File: config.mk
export PLATFORM = sky130hd
export DESIGN_NAME = pipelined_adder
export DESIGN_NICKNAME = d
export VERILOG_FILES = /design/src/rtl/pipelined_adder.sv
export SDC_FILE = /design/constraint.sdc
export NUM_CORES = 1
export LEC_CHECK = 0
export BUFFER_PORTS_ARGS = -buffer_cell sky130_fd_sc_hd__buf_2
export CAP_MARGIN = 20
export CORE_ASPECT_RATIO = 1.1
export CORE_MARGIN = 3
export CORE_UTILIZATION = 54
export DETAILED_ROUTE_END_ITERATION = 8
export MAX_ROUTING_LAYER = met4
export PLACE_DENSITY = 0.82
export SYNTH_ARGS = -nofsm -noshare
export SYNTH_HDL_FRONTEND = slang
export SYNTH_SLANG_ARGS = --single-unit
File: constraint.sdc
create_clock -name clk -period 2.3 [get_ports clk]
set_input_delay 0.23 -clock clk [delete_from_list [all_inputs] [get_ports clk]]
set_output_delay 0.23 -clock clk [all_outputs]
set_load 0.01 [all_outputs]
File: src/rtl/pipelined_adder.sv
// pipelined_adder: WIDTH-bit adder whose carry chain is cut into STAGES registered
// chunks of CHUNK = WIDTH/STAGES bits. Valid/ready on both sides, one result per
// cycle, fixed latency of STAGES cycles, order preserved.
//
// Ports
//   clk        in   1      clock, rising edge
//   rst        in   1      asynchronous reset, active-high
//   in_valid   in   1      a/b/y (and sub) valid this cycle
//   in_ready   out  1      combinational: pipeline advances this cycle
//   a, b       in   WIDTH  operands
//   y          in   1      carry-in
//   sub        in   1      only with ADDSUB_EN: 1 -> a + ~b + 1 (y ignored)
//   out_valid  out  1      s/c valid
//   out_ready  in   1      downstream takes s/c this cycle
//   s          out  WIDTH  sum, registered
//   c          out  1      carry-out, registered
//
// Optional feature macro: ADDSUB_EN (adds the sub port).

module pipelined_adder #(
   parameter int unsigned WIDTH  = 8,
   parameter int unsigned STAGES = 2
) (
   input  logic             clk,
   input  logic             rst,
   input  logic             in_valid,
   output logic             in_ready,
   input  logic [WIDTH-1:0] a,
   input  logic [WIDTH-1:0] b,
   input  logic             y,
`ifdef ADDSUB_EN
   input  logic             sub,
`endif
   output logic             out_valid,
   input  logic             out_ready,
   output logic [WIDTH-1:0] s,
   output logic             c
);

   localparam int unsigned CHUNK = WIDTH / STAGES;

   if (WIDTH < 1 || STAGES < 1 || STAGES > WIDTH || (WIDTH % STAGES) != 0) begin : g_param_check
      $error("pipelined_adder: need WIDTH>=1, 1<=STAGES<=WIDTH, WIDTH%%STAGES==0");
   end

   // Whole pipeline advances together unless the output is held by downstream.
   logic en_c;
   assign en_c     = !out_valid || out_ready;
   assign in_ready = en_c;

   // Subtraction is folded into the operand at entry: invert b and force carry-in.
   logic [WIDTH-1:0] b_eff_c;
   logic             cin_c;
   always_comb begin
      b_eff_c = b;
      cin_c   = y;
`ifdef ADDSUB_EN
      if (sub) begin
         b_eff_c = ~b;
         cin_c   = 1'b1;
      end
`endif
   end

   // Stage valid bits: bit k belongs to stage k.
   logic [STAGES-1:0] valid_d, valid_q;
   assign valid_d = (valid_q << 1) | STAGES'(in_valid);

   always_ff @(posedge clk or posedge rst) begin
      if (rst) valid_q <= '0;
      else if (en_c) valid_q <= valid_d;
   end

   // Stage k adds chunk k. It keeps the finished low sum bits (deskew) and the
   // not-yet-added high operand bits (skew) moving alongside.
   for (genvar k = 0; k < STAGES; k++) begin : g_stg
      localparam int unsigned DONE = (k + 1) * CHUNK;
      localparam int unsigned REM  = WIDTH - DONE;

      logic [CHUNK-1:0] a_in, b_in;
      logic             c_in;
      logic [CHUNK:0]   part;
      logic [DONE-1:0]  sum_d, sum_q;
      logic             carry_q;

      assign part = {1'b0, a_in} + {1'b0, b_in} + {{CHUNK{1'b0}}, c_in};

      if (k == 0) begin : g_head
         assign a_in  = a[CHUNK-1:0];
         assign b_in  = b_eff_c[CHUNK-1:0];
         assign c_in  = cin_c;
         assign sum_d = part[CHUNK-1:0];
      end else begin : g_body
         assign a_in  = g_stg[k-1].g_ops.opa_q[CHUNK-1:0];
         assign b_in  = g_stg[k-1].g_ops.opb_q[CHUNK-1:0];
         assign c_in  = g_stg[k-1].carry_q;
         assign sum_d = {part[CHUNK-1:0], g_stg[k-1].sum_q};
      end

      always_ff @(posedge clk or posedge rst) begin
         if (rst) begin
            sum_q   <= '0;
            carry_q <= 1'b0;
         end else if (en_c) begin
            sum_q   <= sum_d;
            carry_q <= part[CHUNK];
         end
      end

      // Operand bits still waiting for later stages; absent in the last stage.
      if (REM > 0) begin : g_ops
         logic [REM-1:0] opa_d, opb_d, opa_q, opb_q;

         if (k == 0) begin : g_src_in
            assign opa_d = a[WIDTH-1:CHUNK];
            assign opb_d = b_eff_c[WIDTH-1:CHUNK];
         end else begin : g_src_prev
            assign opa_d = g_stg[k-1].g_ops.opa_q[REM+CHUNK-1:CHUNK];
            assign opb_d = g_stg[k-1].g_ops.opb_q[REM+CHUNK-1:CHUNK];
         end

         always_ff @(posedge clk or posedge rst) begin
            if (rst) begin
               opa_q <= '0;
               opb_q <= '0;
            end else if (en_c) begin
               opa_q <= opa_d;
               opb_q <= opb_d;
            end
         end
      end
   end

   assign out_valid = valid_q[STAGES-1];
   assign s         = g_stg[STAGES-1].sum_q;
   assign c         = g_stg[STAGES-1].carry_q;

endmodule

==> out/metrics.csv <==
stage;metric;value;unit
timing;setup_viol;0;
place;dp_hpwl;1740;um
detailed_routing;drc;0;
timing;fmax;603;MHz
global_route;overflow;0;
yosys;synth_nets;156;
place;port_buffers;31;
global_route;grt_pass1_vias;924;
die;num_rows;16;
cts;h-tree-depth;1;
yosys;synth.area.top_cells;dfrtp_1, nand2_1, fa_1;
cts;root_buffer;clkbuf_4;
timing;rsz0062_at_grt;no;
critical_path;worstSetupPathType;flop to flop;
detailed_routing;via_count;904;
detailed_routing;vias_per_cell;4.94;
global_route;grt_max_degree;29;
worst_hold_path;hold_class;input pin to asynchronous set/reset pin;
critical_path;reg2reg_setup_slack;0.64;ns
detailed_routing;drt_iter0_drc;14;
die;fp.dieH;54.6;um
yosys;yosys.area.top_type;dfrtp_1;
cts;cts_resized;0;
cts;cts_setup_buffers;0;
die;fp.dieArea;2740;um2
critical_path;cp-start-kind;flop;
layout;fill_cells;168;
yosys;yosysSeqAreaShare;51.7;%
timing;fin_setup_tns;0;ns
critical_path;reg2regPathDepth;5;
critical_path;endpoint_kind;flop;
layout;drive_above_1_share;23.7;%
power_and_ir_drop;peakVddDrop;0.434;mV
die;die_w;50.2;um
detailed_routing;topRoutingLayerUsed;met4;
layout;n_antenna_cell;0;
layout;fin_nets;189;
yosys;yosysUniqueCellTypes;19;
yosys;yosysWarnings;0;
critical_path;arrival;1.85;ns
die;io_pins;32;
yosys;synth_top_area_share;51.7;%
cts;cts_sinks;24;
layout;syn2layout_area_growth;17.2;%
timing;layout_min_cycle_time;1.66;ns
critical_path;path_max_fanout;2;
detailed_routing;drt-total-wl;2230;um
global_route;grt.total_usage;19.0;%
cts;cts_buffers;3;
die;initial_utilization;61.1;%
timing;slew_headroom;41.0;%
cts;clk_pin_slew;0.13;ns
status;status;finished clean;
cts;cts_tree;done;
detailed_routing;drtAntennaViolNets;0;
die;core;1900;um2
cts;cts.hold.buffers_added;0;
cts;clk_latency;0.31;ns
flow_run;drv_cap;0;
cts;clk_path_buf_depth;2;
detailed_routing;wl_per_cell;12.2;um
power_and_ir_drop;power_per_cell_area;784;nW/um2
detailed_routing;wl_met3;88;um
timing;fin_crit_sh;72.1;%
critical_path;reg2reg_from;g_stg[0].carry_q;
power_and_ir_drop;p_leak;0.747;nW
yosys;synthesis.area;1160;um2
layout;fin_util;71.6;%
place;globalplace.congestion;0.783;
timing;finalHoldViolations;0;
detailed_routing;first_pass_iters;4;
timing;worst_slew_pin_slew;0.883;ns
timing;fin_skew;0.00512;ns
yosys;synth_cells;125;
critical_path;r2r-end;s[7];
detailed_routing;m1WireLength;914;um
critical_path;required;2.49;ns
global_route;antenna_found_initial;0;
detailed_routing;met2WireLength;1200;um
timing;slew_viol_final;0;
global_route;grt_pass1_wl;3730;um
yosys;ys_seq_elements;24;
yosys;synth_area_per_cell;9.29;um2
## flip-flops by register name, indices dropped and copies added, names as in the netlist
| register | cells |
|---|---|
| g_stg.g_ops.opb_q | 4 |
| valid_q | 2 |
| g_stg.carry_q | 1 |
| g_stg.sum_q | 4 |
| g_stg.g_ops.opa_q | 4 |
| s | 8 |
| c | 1 |
## worst max-delay path, cell delays in order (launching register included)
cell,delay [ns]
dfrtp_1,0.43
fa_1,0.46
a21o_1,0.20
a21oi_1,0.19
xor2_1,0.16
o21ai_0,0.09
## metal layers
metal / GRT usage, % / vias to the layer above
met3: 2.45 / 4
met4: 9.68 / 0
met5: - / -
met1: 19.6 / 423
met2: 35.7 / 26
li1: - / 451
## kinds of logic after synthesis
kind of cell / synth area share (%)
compound gates: 9.05
xor+xnor: 0.754
fa+ha+maj: 13.4
buf+inv: 5.49
flops: 51.7
simple gates: 19.6
## cells in the mapped netlist, drive strengths merged
cell type,count
a21o,1
buf,3
o21a,2
nand2,42
nor3,1
a21oi,6
nand2b,1
nor2,7
ha,6
nor2b,4
inv,12
fa,4
clkbuf,1
dfrtp,24
o21ai,9
o31ai,1
xor2,1
## through the flow
stage,hold WS (ns),cell area [um2],std cells,setup WS (ns),total power [mW]
floorplan,0.245,1160,125,0.775,0.776
global placement,0.426,1340,180,0.650,0.881
detailed placement,0.431,1340,180,0.583,0.904
CTS,0.106,1360,183,0.641,1.08
global route,0.112,1360,183,0.606,1.14
finish,0.0890,1360,183,0.642,1.07
## layout by cell type, fill, tap and decap left out
cell type / instances
a21o_1: 1
a21oi_1: 6
buf_2: 31
buf_4: 1
clkbuf_4: 3
dfrtp_1: 24
fa_1: 4
ha_1: 6
inv_1: 11
inv_2: 1
nand2_1: 42
nand2b_1: 1
nor2_1: 7
nor2b_1: 3
nor2b_4: 1
nor3_1: 1
o21a_1: 2
o21ai_0: 9
o31ai_1: 1
xor2_1: 1
## power by group
part | leakage (nW) | internal (mW) | switching (mW)
logic | 0.449 | 0.140 | 0.184
clock network | 0.0138 | 0.0611 | 0.118
registers | 0.283 | 0.516 | 0.0478
total | 0.747 | 0.717 | 0.351
## worst max path at each step
stage                          start          endpoint  cells past startpoint
floorplan                       a[0]  g_stg[0].carry_q                      6
global placement                a[0]  g_stg[0].carry_q                      7
detailed placement              a[0]  g_stg[0].carry_q                      7
CTS                 g_stg[0].carry_q              s[7]                      5
global route              valid_q[1]          in_ready                      3
finish              g_stg[0].carry_q              s[7]                      5
## final cells by class
type,instances,area [um2],area share (%)
sequential,24,601,44.1
multi-input combinational,85,497,36.5
timing repair buffer,32,163,11.9
inverter,12,45.0,3.31
tap,27,33.8,2.48
clock buffer,3,22.5,1.65
(Power assumes the default switching activity.)
